File: src/rtl/multireceive_if.sv
// Pin-level bundle between the number sender link and its receiver.
`timescale 1ns/1ps
interface multireceive_if;
  logic        enabled;
  logic        in0;
  logic        in1;
  logic        in2;
  logic        controlIn;
  logic [31:0] num;
  logic        done;
  logic        timeout_err;
  logic [2:0]  count;

  // Sender / stimulus side
  modport master (
    output enabled, in0, in1, in2, controlIn,
    input  num, done, timeout_err, count
  );

  // Receiver side
  modport slave (
    input  enabled, in0, in1, in2, controlIn,
    output num, done, timeout_err, count
  );
endinterface

File: src/rtl/multireceive.sv
// Receiver for the number sender link: qualifies a slow strobe, collects DIGITS 3-bit
// symbols MSD first and presents the decimal value with a done / timeout status.
`timescale 1ns/1ps
module multireceive #(
  parameter int unsigned MIN_HIGH = 1000,     // must be >= 2
  parameter int unsigned TIMEOUT  = 24000000,
  parameter int unsigned DIGITS   = 6
) (
  input logic           hwclk,
  input logic           rst_n,
  multireceive_if.slave bus
);
  localparam int unsigned     HlW       = $clog2(MIN_HIGH + 1);
  localparam int unsigned     GapW      = $clog2(TIMEOUT + 1);
  localparam logic [HlW-1:0]  HlLast    = HlW'(MIN_HIGH - 1);
  localparam logic [GapW-1:0] GapLast   = GapW'(TIMEOUT - 1);
  localparam logic [2:0]      CountFull = 3'(DIGITS);

  typedef enum logic [2:0] {
    StIdle, StArm, StWaitHigh, StQualify, StWaitLow, StDone, StError
  } state_e;

  state_e          state_q;
  logic [3:0]      sync1_q, sync2_q;  // {controlIn, in2, in1, in0}
  logic [HlW-1:0]  hl_q;              // shared high/low run-length counter
  logic [GapW-1:0] gap_q;
  logic [31:0]     acc_q, num_q, acc_next;
  logic [2:0]      count_q;
  logic            done_q, err_q;

  logic       strobe;
  logic [2:0] sym;
  logic       hl_full, gap_run, capture, expire;

  assign strobe   = sync2_q[3];
  assign sym      = sync2_q[2:0];
  // hl_q counts samples already seen, so this sample completes the run of MIN_HIGH
  assign hl_full  = (hl_q == HlLast);
  assign capture  = (state_q == StQualify) && strobe && hl_full;
  assign gap_run  = (state_q inside {StWaitHigh, StQualify, StWaitLow}) && (count_q != 3'd0);
  // A capture in the expiry cycle wins over the timeout
  assign expire   = gap_run && (gap_q == GapLast) && !capture;
  assign acc_next = (acc_q << 3) + (acc_q << 1) + {29'd0, sym};

  assign bus.num         = num_q;
  assign bus.done        = done_q;
  assign bus.timeout_err = err_q;
  assign bus.count       = count_q;

  // Two-flop synchronizers for the asynchronous link pins
  always_ff @(posedge hwclk or negedge rst_n) begin
    if (!rst_n) begin
      sync1_q <= '0;
      sync2_q <= '0;
    end else begin
      sync1_q <= {bus.controlIn, bus.in2, bus.in1, bus.in0};
      sync2_q <= sync1_q;
    end
  end

  // Frame FSM with registered status outputs, gap timer and accumulator
  always_ff @(posedge hwclk or negedge rst_n) begin
    if (!rst_n) begin
      state_q <= StIdle;
      hl_q    <= '0;
      gap_q   <= '0;
      acc_q   <= '0;
      num_q   <= '0;
      count_q <= '0;
      done_q  <= 1'b0;
      err_q   <= 1'b0;
    end else if (!bus.enabled) begin
      // num deliberately survives a disable
      state_q <= StIdle;
      hl_q    <= '0;
      gap_q   <= '0;
      acc_q   <= '0;
      count_q <= '0;
      done_q  <= 1'b0;
      err_q   <= 1'b0;
    end else if (expire) begin
      state_q <= StError;
      err_q   <= 1'b1;
      acc_q   <= '0;
      gap_q   <= '0;
      hl_q    <= '0;
    end else begin
      if (capture) begin
        gap_q <= '0;
      end else if (gap_run) begin
        gap_q <= gap_q + 1'b1;
      end
      unique case (state_q)
        StIdle: begin
          hl_q    <= '0;
          state_q <= StArm;
        end
        // Reject a strobe that is already high when the receiver is enabled
        StArm: begin
          if (strobe) begin
            hl_q <= '0;
          end else if (hl_full) begin
            hl_q    <= '0;
            state_q <= StWaitHigh;
          end else begin
            hl_q <= hl_q + 1'b1;
          end
        end
        StWaitHigh: begin
          if (strobe) begin
            hl_q    <= HlW'(1);
            state_q <= StQualify;
          end
        end
        StQualify: begin
          if (!strobe) begin
            hl_q    <= '0;
            state_q <= StWaitHigh;
          end else if (hl_full) begin
            acc_q   <= acc_next;
            count_q <= count_q + 3'd1;
            hl_q    <= '0;
            state_q <= StWaitLow;
          end else begin
            hl_q <= hl_q + 1'b1;
          end
        end
        StWaitLow: begin
          if (strobe) begin
            hl_q <= '0;
          end else if (hl_full) begin
            hl_q    <= '0;
            state_q <= (count_q == CountFull) ? StDone : StWaitHigh;
          end else begin
            hl_q <= hl_q + 1'b1;
          end
        end
        StDone: begin
          num_q  <= acc_q;
          done_q <= 1'b1;
        end
        StError: begin
          err_q <= 1'b1;
        end
        default: begin
          state_q <= StIdle;
        end
      endcase
    end
  end
endmodule
File: src/flat_wrapper.sv
// flat-port wrapper written by rule: the top's interface ports become plain ports
module multireceive_flat 
#(
  parameter int unsigned MIN_HIGH = 1000,                    
  parameter int unsigned TIMEOUT  = 24000000,
  parameter int unsigned DIGITS   = 6
)
  (hwclk, rst_n, bus_enabled, bus_in0, bus_in1, bus_in2, bus_controlIn, bus_num, bus_done, bus_timeout_err, bus_count);
  multireceive_if bus_i ();
  input logic hwclk;
  input logic rst_n;
  input wire logic [$bits(bus_i.enabled)-1:0] bus_enabled;
  input wire logic [$bits(bus_i.in0)-1:0] bus_in0;
  input wire logic [$bits(bus_i.in1)-1:0] bus_in1;
  input wire logic [$bits(bus_i.in2)-1:0] bus_in2;
  input wire logic [$bits(bus_i.controlIn)-1:0] bus_controlIn;
  output wire logic [$bits(bus_i.num)-1:0] bus_num;
  output wire logic [$bits(bus_i.done)-1:0] bus_done;
  output wire logic [$bits(bus_i.timeout_err)-1:0] bus_timeout_err;
  output wire logic [$bits(bus_i.count)-1:0] bus_count;
  assign bus_i.enabled = bus_enabled;
  assign bus_i.in0 = bus_in0;
  assign bus_i.in1 = bus_in1;
  assign bus_i.in2 = bus_in2;
  assign bus_i.controlIn = bus_controlIn;
  assign bus_num = bus_i.num;
  assign bus_done = bus_i.done;
  assign bus_timeout_err = bus_i.timeout_err;
  assign bus_count = bus_i.count;
  multireceive #(.MIN_HIGH(MIN_HIGH), .TIMEOUT(TIMEOUT), .DIGITS(DIGITS)) u_core (.hwclk(hwclk), .rst_n(rst_n), .bus(bus_i));
endmodule
File: config.mk
export PLATFORM = sky130hd
export DESIGN_NAME = multireceive_flat
export DESIGN_NICKNAME = d
export VERILOG_FILES = /design/src/rtl/multireceive_if.sv /design/src/rtl/multireceive.sv /design/src/flat_wrapper.sv
export SDC_FILE = /design/constraint.sdc
export NUM_CORES = 1
export LEC_CHECK = 0
export ABC_CLOCK_PERIOD_IN_PS = 3720
export CAP_MARGIN = 15
export CORE_AREA = 2 2 126 97
export DETAILED_ROUTE_END_ITERATION = 8
export DIE_AREA = 0 0 128 99
export GPL_TIMING_DRIVEN = 0
export PLACE_DENSITY = 0.77
export SYNTH_ARGS = -nofsm -noshare
export SYNTH_HDL_FRONTEND = slang
export SYNTH_SLANG_ARGS = --single-unit
File: constraint.sdc
create_clock -name hwclk -period 3.72 [get_ports hwclk]
set_input_delay 0.93 -clock hwclk [delete_from_list [all_inputs] [get_ports hwclk]]
set_output_delay 0.93 -clock hwclk [all_outputs]
set_load 0.01 [all_outputs]
==> flow_metrics.tcl, run 1 <==
set metrics [dict create \
    status "finished clean" \
    maxSlewViolCount 0 \
    cts_setup_buffers 0 \
    grt_max_degree 63 \
    first_iter_violations 354 \
    synthFlopType "dfrtp_1" \
    r2r_cells 10 \
    post_dp_cell_area_sq_um 7113 \
    routed-via-count 5193 \
    cts_tree "built" \
    r2r_slack_ns 0.49 \
    antenna_left 0 \
    min_period_ns 3.230 \
    cts_hold_buf 0 \
    start_util_pct 56.82 \
    synthToLayoutAreaGrowth_pct 18.47 \
    numClockSinks 115 \
    cts_root_buf "clkbuf_16" \
    cts_resized 0 \
    antenna_found_initial 0 \
    max_clock_freq_ghz 0.3096 \
    cp.arrival_ns 3.51 \
    async_reset_ff_share_pct 100.0 \
    slew_headroom_pct 53.25 \
    grt_pass1_vias 5129 \
    htreeDepth 4 \
    wl_mm 14.74 \
    endpoint_kind "register" \
    yosysWarnings 0 \
    syn_inst 655 \
    cp-startpoint "u_core.acc_q[0]$_DFFE_PN0P_" \
    clock_skew_ns 0.01350 \
    dpl.hpwl_mm 10.04 \
    yosysTopAreaCellShare_pct 44.43 \
    routedWlPerCell_microns 16.86 \
    power.share.switching_pct 20.72 \
    die_w_microns 128 \
    drv_cap 0 \
    yosysTopAreaCell "dfrtp_1" \
    netSwitchingPower_w 0.0006066 \
    finalSetupViolCount 0 \
    grt_pass1_wl_mm 24.76 \
    drive_above_1_share_pct 11.78 \
    ys_seq_area_share_pct 44.43 \
    n_antenna_cell 0 \
    crit_fanout 5 \
    r2r_start "u_core.acc_q[0]$_DFFE_PN0P_" \
    track_usage_pct 24.61 \
    final_common_cell "dfrtp_1" \
    drc 0 \
    syn_area_sq_um 6477 \
    worstPathRequired_ns 4.00 \
    ios 44 \
    place_congestion 0.9080 \
    rsz0062_at_grt "false" \
    p_clk_share_pct 54.5 \
    clk_pin_slew_ns 0.06 \
    finalCritPeriodShare_pct 86.82 \
    dieArea_sq_um 12670 \
    p_seq_share_pct 43.1 \
    rows 34 \
    intPower_w 0.002322 \
    rr_endpoint "u_core.acc_q[29]$_DFFE_PN0P_" \
    hp-class "reg -> reg" \
    irDropWorstVdd_v 0.0003379 \
    nNetsFinal 761 \
    p_total_w 0.002928 \
    synth.area.top_cells "dfrtp_1 (44%), ha_1 (6.8%), mux2_2 (5.6%), nand2_1 (4.5%), xor2_1 (3.9%)" \
    dr.pass1.iters 5 \
    numPortBuffers 43 \
    grt_overflow_total 0 \
    via_per_inst 5.942 \
    clock_latency_ns 0.42 \
    leakage_nw 3.483 \
    synth_cell_type_count 64 \
    final_hold_viol_count 0 \
    p_per_area_nw_per_um2 381.6 \
    cts.path.max_buffers 2 \
    syn-num-nets 698 \
    ys_ff_latch 115 \
    cts_inserted_buffers 17 \
    syn_avg_cell_area_sq_um 9.889 \
    final_cell_mix "dfrtp_1 (115), nand2_1 (78), nor2_1 (53)" \
    tightest_slew_ns 0.7012 \
    comb_power_share_pct 2.3 \
    core_area_sq_um 11400 \
    crit_type "reg -> reg" \
    nFillCells 845 \
    synth_edf_count 0 \
    design_area_sq_um 7674 \
    cp-endpoint "u_core.acc_q[29]$_DFFE_PN0P_" \
    die_y_microns 99 \
    crit_path_start_kind "register" \
]
==> stage by stage <==
stage	hold WS (ns)	instances	setup TNS, ns	setup slack, ns	util (%)
final	0.3383	874	0	0.4905	67.31
after global routing	0.3449	874	0	0.2960	67.31
after CTS	0.3417	874	0	0.5305	67.31
after detailed placement	0.3347	843	0	0.6773	62.39
after global placement	0.3395	842	-295.16	-2.575	62.17
after floorplan	0.3312	655	0	1.003	-
==> kinds of logic (layout without fill, tap and decap cells) <==
family | Yosys count | after routing | share of synthesized area (%)
compound gates | 167 | 167 | 16.84
flops | 115 | 115 | 44.43
simple gates | 216 | 216 | 16.26
mux | 32 | 32 | 5.563
fa+ha+maj | 36 | 36 | 7.070
buf+inv | 34 | 109 | 2.395
xor+xnor | 55 | 55 | 7.437
==> cells in the mapped netlist, drive strengths merged, types with 2 or more instances <==
master	n
dfrtp	115
nand2	78
o21ai	62
nor2	54
a21oi	35
ha	35
mux2	32
xor2	29
xnor2	26
nand3	23
a21o	16
clkbuf	14
and3	11
nand4	11
buf	10
inv	10
a211oi	8
nor2b	7
a31oi	6
o21a	6
a22o	5
nor3	5
o211ai	5
and2	4
nand2b	4
o21bai	4
o31ai	4
a311oi	3
nor3b	3
or3	3
a2111oi	2
a21boi	2
and4	2
nor4b	2
o22ai	2
or2	2
==> power groups by stage <==
| stage | Sequential (W) | Clock, W | Combinational (W) |
|---|---|---|---|
| 4_1_cts | 0.00126 | 0.00161 | 0.0000706 |
| 6_report | 0.00126 | 0.00160 | 0.0000685 |
| 5_1_grt | 0.00126 | 0.00168 | 0.0000772 |
| 2_1_floorplan | 0.00128 | 0 | 0.0000259 |
| 3_3_place_gp | 0.00128 | 0 | 0.0000642 |
| 3_5_place_dp | 0.00128 | 0 | 0.0000697 |
==> final cells by class <==
type,instances,area (sq um),area share [%]
Buffer,24,117.6,1.533
Inverter,10,37.54,0.4892
Multi-Input combinational cell,506,3445,44.89
Tap cell,144,180.2,2.348
Timing Repair Buffer,44,455.4,5.935
Sequential cell,115,2878,37.50
Clock inverter,6,105.1,1.370
Clock buffer,25,455.4,5.935
==> state kept, by name, summed over array words and instances, names as in the netlist <==
name / cells
u_core.bus.count: 3
u_core.bus.done: 1
u_core.sync2_q: 4
u_core.bus.timeout_err: 1
u_core.acc_q: 32
u_core.sync1_q: 4
u_core.hl_q: 10
u_core.gap_q: 25
u_core.bus.num: 32
u_core.state_q: 3
==> critical path, stage by stage (launching register included) <==
cell and delay, ns:
dfrtp_1 0.42, ha_1 0.26, fa_1 0.41, a21oi_1 0.21, o211ai_1 0.16, o211ai_2 0.34, a211oi_1 0.20, or4b_1 0.54
a31oi_1 0.27, xor2_1 0.19, o21ai_1 0.08
==> per-layer routing <==
layer | vias up | GRT usage (%) | wire length, microns
met5 | - | 0 | 0
met2 | 160 | 36.53 | 6718
met1 | 2524 | 34.42 | 7010
met3 | 29 | 6.026 | 712
li1 | 2480 | - | -
met4 | 0 | 10.90 | 298
==> how the worst min path moves through the flow <==
stage	startpoint	cells past startpoint	slack (ns)	endpoint
finish	u_core.sync1_q[3]$_DFF_PN0_	0	0.34	u_core.sync2_q[3]$_DFF_PN0_
global route	u_core.sync1_q[3]$_DFF_PN0_	0	0.34	u_core.sync2_q[3]$_DFF_PN0_
CTS	u_core.sync1_q[3]$_DFF_PN0_	0	0.34	u_core.sync2_q[3]$_DFF_PN0_
detailed placement	u_core.sync1_q[1]$_DFF_PN0_	0	0.33	u_core.sync2_q[1]$_DFF_PN0_
global placement	u_core.sync1_q[1]$_DFF_PN0_	0	0.34	u_core.sync2_q[1]$_DFF_PN0_
floorplan	u_core.sync1_q[0]$_DFF_PN0_	0	0.33	u_core.sync2_q[0]$_DFF_PN0_
Note: power is estimated with default switching activity, not from simulation.
==> inputs of run 2 (changes only) <==
==> constraint.sdc (replaced) <==
create_clock -name hwclk -period 3.72 [get_ports hwclk]
set_input_delay 0.744 -clock hwclk [delete_from_list [all_inputs] [get_ports hwclk]]
set_output_delay 0.744 -clock hwclk [all_outputs]
set_load 0.01 [all_outputs]
==> results of run 2 <==
The final DEF is identical to that of run 1. Status: finished clean.
